===== src/rtl/instr_fetch_unit.sv =====
// Instruction fetch stage: owns the fetch PC, runs the req/ack handshake to
// instruction memory, holds each fetched word until decode accepts it, and
// decodes the immediate field and extension-format select for sign extension.
module instr_fetch_unit #(
   parameter logic [63:0] PC_RESET = 64'h0
) (
   input  logic        clk,
   input  logic        rst_n,
   output logic        o_imem_req,
   output logic [63:0] o_imem_addr,
   input  logic        i_imem_ack,
   input  logic [31:0] i_imem_data,
   input  logic        i_stall,
   input  logic        i_br_taken,
   input  logic [63:0] i_br_target,
   output logic        o_instr_valid,
   output logic [31:0] o_instr,
   output logic [63:0] o_pc,
   output logic [25:0] o_address,
   output logic [1:0]  o_seu
);

   typedef enum logic [1:0] {StStart, StFetch, StHold} state_e;

   state_e      r_state;
   logic [63:0] r_fetch_pc;
   logic        r_redir_pend;
   logic [63:0] r_redir_tgt;
   logic [31:0] r_instr;
   logic [63:0] r_pc;

   state_e      w_state_nxt;
   logic [63:0] w_fetch_pc_nxt;
   logic        w_redir_pend_nxt;
   logic [63:0] w_redir_tgt_nxt;
   logic [31:0] w_instr_nxt;
   logic [63:0] w_pc_nxt;
   logic [63:0] w_br_tgt;
   logic [1:0]  w_seu;

   // Branch targets are word aligned; low two bits are dropped on capture.
   assign w_br_tgt = i_br_target & ~64'h3;

   // State and datapath registers; async reset abandons any in-flight request.
   always_ff @(posedge clk or negedge rst_n) begin
      if (!rst_n) begin
         r_state      <= StStart;
         r_fetch_pc   <= PC_RESET;
         r_redir_pend <= 1'b0;
         r_redir_tgt  <= 64'h0;
         r_instr      <= 32'h0;
         r_pc         <= 64'h0;
      end else begin
         r_state      <= w_state_nxt;
         r_fetch_pc   <= w_fetch_pc_nxt;
         r_redir_pend <= w_redir_pend_nxt;
         r_redir_tgt  <= w_redir_tgt_nxt;
         r_instr      <= w_instr_nxt;
         r_pc         <= w_pc_nxt;
      end
   end

   // Next-state logic for the fetch sequencer and its datapath.
   always_comb begin
      w_state_nxt      = r_state;
      w_fetch_pc_nxt   = r_fetch_pc;
      w_redir_pend_nxt = r_redir_pend;
      w_redir_tgt_nxt  = r_redir_tgt;
      w_instr_nxt      = r_instr;
      w_pc_nxt         = r_pc;
      unique case (r_state)
         StStart: begin
            w_state_nxt = StFetch;
         end
         StFetch: begin
            if (i_imem_ack) begin
               if (r_redir_pend || i_br_taken) begin
                  // Response belongs to the abandoned path: drop it and refetch.
                  w_fetch_pc_nxt   = i_br_taken ? w_br_tgt : r_redir_tgt;
                  w_redir_pend_nxt = 1'b0;
               end else begin
                  w_instr_nxt = i_imem_data;
                  w_pc_nxt    = r_fetch_pc;
                  w_state_nxt = StHold;
               end
            end else if (i_br_taken) begin
               // Address must stay stable until ack, so park the redirect.
               w_redir_pend_nxt = 1'b1;
               w_redir_tgt_nxt  = w_br_tgt;
            end
         end
         StHold: begin
            if (i_br_taken) begin
               w_fetch_pc_nxt = w_br_tgt;
               w_state_nxt    = StFetch;
            end else if (!i_stall) begin
               w_fetch_pc_nxt = r_pc + 64'd4;
               w_state_nxt    = StFetch;
            end
         end
         default: begin
            w_state_nxt = StStart;
         end
      endcase
   end

   // Extension-format select; earlier matches take priority.
   always_comb begin
      w_seu = 2'b00;
      if (r_instr[31:26] == 6'b000101) begin
         w_seu = 2'b10;
      end else if (r_instr[31:24] == 8'b10110100 || r_instr[31:24] == 8'b10110101 ||
                   r_instr[31:24] == 8'b01010100) begin
         w_seu = 2'b11;
      end else if (r_instr[31:21] == 11'b11111000000 || r_instr[31:21] == 11'b11111000010) begin
         w_seu = 2'b01;
      end
   end

   assign o_imem_req    = (r_state == StFetch);
   assign o_imem_addr   = r_fetch_pc;
   assign o_instr_valid = (r_state == StHold);
   assign o_instr       = r_instr;
   assign o_pc          = r_pc;
   assign o_address     = r_instr[25:0];
   assign o_seu         = w_seu;

endmodule


===== config.mk =====
export PLATFORM = sky130hd
export DESIGN_NAME = instr_fetch_unit
export DESIGN_NICKNAME = d
export VERILOG_FILES = /design/src/rtl/instr_fetch_unit.sv
export SDC_FILE = /design/constraint.sdc
export NUM_CORES = 1
export LEC_CHECK = 0
export ABC_AREA = 0
export ABC_CLOCK_PERIOD_IN_PS = 3450
export CORE_ASPECT_RATIO = 1.1
export CORE_UTILIZATION = 49
export CTS_BUF_LIST = sky130_fd_sc_hd__clkbuf_8 sky130_fd_sc_hd__clkbuf_16
export DETAILED_ROUTE_END_ITERATION = 7
export GPL_TIMING_DRIVEN = 0
export HOLD_SLACK_MARGIN = 0.03
export PLACE_DENSITY_LB_ADDON = 0.3
export SETUP_SLACK_MARGIN = 0.5
export SLEW_MARGIN = 10
export SYNTH_ARGS = -nofsm -noshare
export SYNTH_HDL_FRONTEND = slang
export SYNTH_SLANG_ARGS = --single-unit

===== constraint.sdc =====
create_clock -name clk -period 3.45 [get_ports clk]
set_input_delay 0.69 -clock clk [delete_from_list [all_inputs] [get_ports clk]]
set_output_delay 0.69 -clock clk [all_outputs]
set_load 0.05 [all_outputs]

# --- Word level (Yosys, flattened, before mapping) ---
# Index checks and enable logic that the tools add are counted.
word_totals:
  elab_cells: 51
  register_bits: 227
  input_bits: 101
  out_inout_bits: 190
op_classes:
  bitwise: 2
  n_addsub: 1
  mux: 17
  reduce_logical: 12
  n_eq_ne: 13
op_table:
  columns: ["op", "count"]
  rows:
  - ["$mux 64", 5]
  - ["$pmux 64 s2", 1]
  - ["$add 64x3->64 const B", 1]
  - ["$eq 11x11->1 const B", 2]
  - ["$eq 8x8->1 const B", 2]
  - ["$mux 2", 6]
  - ["$reduce_and 3->1", 3]
  - ["$eq 8x7->1 const B", 1]
  - ["$eq 6x3->1 const B", 1]
  - ["$ne 2x1->1 const B", 3]
  - ["$pmux 2 s3", 1]
  - ["$logic_or 1x1->1", 4]
  - ["$mux 1", 4]
  - ["$reduce_and 4->1", 1]
  - ["$reduce_bool 2->1", 2]
  - ["$ne 3x3->1 const B", 1]
  - ["$eq 2x1->1 const B", 1]
  - ["$eq 2x2->1 const B", 1]
  - ["$logic_not 2->1", 1]
  - ["$ne 2x2->1 const B", 1]
  - ["$not 1->1", 2]
  - ["$reduce_and 2->1", 1]

# --- Logic depth before layout (Yosys ltp) ---
logic_depth:
  depth_word: 5
  mapped_depth: 9
  mapped_depth_nobuf: 7

# --- Worst setup path after synthesis ---
# OpenSTA, ideal clock, no wires.
synth_path:
  kind: "register -> register"
  from: "reg r_pc[2], in the netlist o_pc[2]"
  to: "reg r_fetch_pc[56], in the netlist o_imem_addr[56]"
  t_arrival_ns: 2.777
  synth_period_minus_slack_ns: 2.919
  path_slack_ns: 0.531
  setup_time_ns: 0.143
  path_buffers: 2
  required_time_ns: 3.307
  stages_incl_launch_ff: 10
  path_cell_list: "dfrtp_1 ha_1 inv_1 or4_1 clkbuf_1 nor4_4 buf_2 nand4b_1 xnor2_1 o221ai_1"
synth_via:
  elab_chain_cells: 4
synth_lines:
  columns: ["element", "line_no", "text"]
  rows:
  - ["start: declaration", "30", "logic [63:0] r_pc;"]
  - ["start signal: assignment", "59", "r_pc <= w_pc_nxt;"]
  - ["$add 64x3->64", "97", "w_fetch_pc_nxt = r_pc + 64'd4;"]
  - ["$mux 64", "96", "end else if (!i_stall) begin"]
  - ["$mux 64", "93", "if (i_br_taken) begin"]
  - ["$pmux 64 s2", "71", "unique case (r_state)"]
  - ["end signal: assignment", "55", "r_fetch_pc <= w_fetch_pc_nxt;"]
  - ["end: declaration", "26", "logic [63:0] r_fetch_pc;"]
# Every way passes these cells. The select of a mux whose other input is x is not followed.
# A chain may end at the register's enable or synchronous reset.

# --- Worst setup path in the final report ---
layout_path:
  from: "reg r_pc[2], in the netlist o_pc[2]"
  to: "reg r_fetch_pc[40], in the netlist o_imem_addr[40]"
# The elaborated chain is that of the path after synthesis.

==> results by group <==
Status
  – Outcome: completed

Drt
  – Number of violations reported at the end of detailed-routing iteration 0: 498
  – Number of vias in the routed layout: 9173
  – Final routed wire length divided by cell count: 19.6 microns
  – Post-detailed-route count of antenna-violating nets: 0
  – Residual DRC: 0
  – Wirelength, routed: 32300 microns
  – Number of iterations in the first detailed-routing pass: 5
  – Number of vias per cell after detailed routing: 5.57

STA
  – Final Hold Slack: 37.8 ps
  – Final clock period utilization by the worst path: 82.5%
  – Number of setup violations in the final report: 0
  – Number of pins exceeding their max-slew limit in the final report: 0
  – Final hold vios: 0
  – Final Critical Period: 2850 ps
  – Peak Freq: 0.351 GHz
  – Unrepaired setup endpoints after global routing: false
  – Worst setup margin: 603 ps
  – Worst-case clock skew: 11.0 ps
  – Worst-Margin Slew: 967 ps
  – Headroom to the max-slew limit: 35.3%

Clocking
  – Skew-Pair Late Insertion Delay: 510 ps
  – Cell at the root of the clock tree: sky130_fd_sc_hd__clkbuf_16
  – Clock transition at the register clock pins on the worst setup and hold paths after CTS: 60 ps
  – Hold-fix buffer count after cts: 0
  – Total clock buffers created by CTS: 24
  – Number of sinks on the clock net: 227
  – Max Buffers Root-to-Sink: 3
  – TritonCTS clock tree: yes
  – Htree depth: 1

Power and ir drop
  – Worst vdd rail ir drop: 0.000780 V
  – Total power consumption of the routed design: 16.5 mW
  – Cell area power density: 1090 nW/um^2
  – Static leakage power: 6.30 nW

Critical path
  – Data arrival time of the worst path: 3200 ps
  – Crit path capture type: register
  – CP startpoint kind: register
  – Slowest CP cell: sky130_fd_sc_hd__or4_1
  – Peak per-stage delay on the critical path: 540 ps
  – Peak fanout along the critical path: 10
  – Crit-path cells: ha_1, inv_1, or4_1, clkbuf_2, nor4_4, clkbuf_4, a21oi_1, o21ai_0, a31oi_1
  – Cell family with the largest share of critical-path delay: simple AND/OR/NAND/NOR gates
  – CP Buf/Inv Count: 3
  – Start-to-end type of the worst setup path: reg -> reg
  – Critical path required time: 3800 ps

Die
  – Number of placement rows: 57
  – Initial core utilization: 49.8%
  – Number of I/O pins: 291
  – Die extent in x: 145 microns
  – Core Box Area: 22000 sq um
  – Die area: 23000 sq um
  – DIE HEIGHT: 159 microns

Yosys
  – Area fraction of the dominant cell type after synthesis: 51.7%
  – Number of distinct library cell variants in the gate-level netlist after synthesis: 48
  – Cell type with the largest total area after synthesis: sky130_fd_sc_hd__dfrtp_1
  – Post-synthesis sequential area ratio: 51.7%
  – Top-count cell post-synth: sky130_fd_sc_hd__dfrtp_1
  – Mapped cell area: 11000 sq um
  – Yosys warning count: 0
  – Post-synth ARST share: 100%
  – Commonest cells in the netlist: sky130_fd_sc_hd__dfrtp_1, sky130_fd_sc_hd__mux2_2, sky130_fd_sc_hd__nand2_1
  – Number of synthesized flops with an enable pin: 0
  – Most instantiated flip-flop cell in the synthesis netlist: sky130_fd_sc_hd__dfrtp_1
  – Syn avg cell area: 10.8 sq um
  – Ranking of synthesized cells by area: sky130_fd_sc_hd__dfrtp_1, sky130_fd_sc_hd__mux2_2, sky130_fd_sc_hd__nand2_1
  – Cells after synthesis: 1020
  – Register bit count reported by yosys: 227
  – Number of nets produced by synthesis: 1122

Layout
  – Count of filler cells inserted in the layout: 1682
  – Proportion of layout cells with a drive suffix above 1: 18.1%
  – Final core utilization: 68.7%
  – Final net count: 1440
  – Signed area change from the synthesized netlist to the final layout: 37.7%

Placed design
  – Sum of net half-perimeters after detailed placement: 23400 microns
  – Buffers on Ports: 288
  – RD Place Congestion: 0.824
  – Dpl ws: -63.4 ps

GRT
  – Total gr overflow: 0
  – Total Routing Usage GR: 28.3%
  – Number of global-route vias before repair: 8988
  – Maximum number of pins on one net before global-route repair: 101
  – Initial antenna violation count: 2
  – First-pass GRT wire length: 50400 microns

Flow run
  – Max-cap violation count: 0

Worst hold path
  – Type of the most critical hold path: in -> async
==> worst paths after layout <==
path | startpoint | end | slack [ps] | depth (start not counted)
worst min register to register | r_state[0]$_DFFE_PN0P_ | r_state[0]$_DFFE_PN0P_ | 490 | 1
worst max-delay path | o_pc[2]$_DFFE_PN0P_ | o_imem_addr[40]$_DFFE_PN0P_ | 600 | 9
min in group clk | r_state[0]$_DFFE_PN0P_ | r_state[0]$_DFFE_PN0P_ | 490 | 1
max in group asynchronous | rst_n | o_pc[52]$_DFFE_PN0P_ | 2610 | 2
worst min-delay path | rst_n | o_instr[2]$_DFFE_PN0P_ | 40 | 1
worst max register to register | o_pc[2]$_DFFE_PN0P_ | o_imem_addr[40]$_DFFE_PN0P_ | 600 | 9
==> logic make-up after synthesis <==
family	Yosys count	share of synthesized area, %
AO/OA/AOI/OAI	148	8.92
XOR/XNOR	59	4.70
adder cells (fa/ha/maj)	1	0.114
buffers and inverters	96	4.26
flip-flops	227	51.7
multiplexers	161	16.5
AND/OR/NAND/NOR	328	13.8
==> where the power goes <==
group	internal (mW)	total (mW)	leakage, nW	switching, mW
Clock	1.59	2.63	0.414	1.04
Combinational	3.32	8.81	3.16	5.49
Sequential	3.85	5.11	2.73	1.26
==> metal layers <==
layer  global-route usage [%]  vias to the layer above  part of all wire (%)  wire length, microns
met5                        0                        -                 0.040                    13
met4                     7.85                        2                   2.3                   744
met3                     3.37                       52                   6.0                  1950
met2                     48.1                      359                    50                 16000
met1                     38.0                     4538                    42                 13600
li1                         -                     4222                     -                     -
==> final cells by class <==
class | count | area [sq um] | share of cell area [%]
antenna | 1 | 2.50 | 0.0165
buffer | 87 | 442 | 2.92
clock buffer | 28 | 667 | 4.41
clock inverter | 12 | 129 | 0.852
inverter | 9 | 33.8 | 0.223
multi-input combinational | 697 | 4860 | 32.1
sequential | 227 | 5680 | 37.5
tap | 295 | 369 | 2.44
timing repair buffer | 292 | 2950 | 19.5
==> placed cells by master (no fill, tap or decap), drive strengths merged, types with 2 or more instances in the layout <==
cell type,netlist,final
clkbuf,58,88
inv,9,14
xor2,32,32
bufinv,0,3
clkdlybuf4s50,0,284
nor4,9,9
nand4,16,16
or4,3,3
nand2,121,121
o31ai,2,2
mux2i,3,3
nor2b,3,3
o21ai,10,10
a221oi,8,8
and3,14,14
nor2,105,105
clkinv,0,4
o221ai,33,33
nand2b,2,2
dfrtp,227,227
nor3,18,18
a221o,5,5
and2,2,2
and4,3,3
a211oi,13,13
o22ai,5,5
or3,2,2
a21oi,69,69
buf,29,33
nand3,22,22
dlygate4sd2,0,2
mux2,158,158
or2,2,2
xnor2,27,27
==> stage by stage <==
stage / cells / area, sq um / setup TNS, ps
after floorplan: 1020 / 11000 / 0
after global routing: 1648 / 15100 / 0
after CTS: 1647 / 15100 / 0
after detailed placement: 1606 / 14300 / -952
final: 1648 / 15100 / 0
after global placement: 1603 / 14200 / -1825640
==> flip-flops by register name, summed over array words and instances, names as in the netlist <==
signal        flops
o_instr          32
r_redir_pend      1
r_redir_tgt      64
o_pc             64
o_imem_addr      64
r_state           2
==> timing repair <==
item                                    4_1_cts  5_1_grt
gates cloned                                  0        0
pin swaps                                     1        0
gates resized for setup                       6        8
hold endpoints to repair                      0        0
endpoints found under the setup margin       27       15
buffers inserted                              1        0
(Power assumes the default switching activity.)
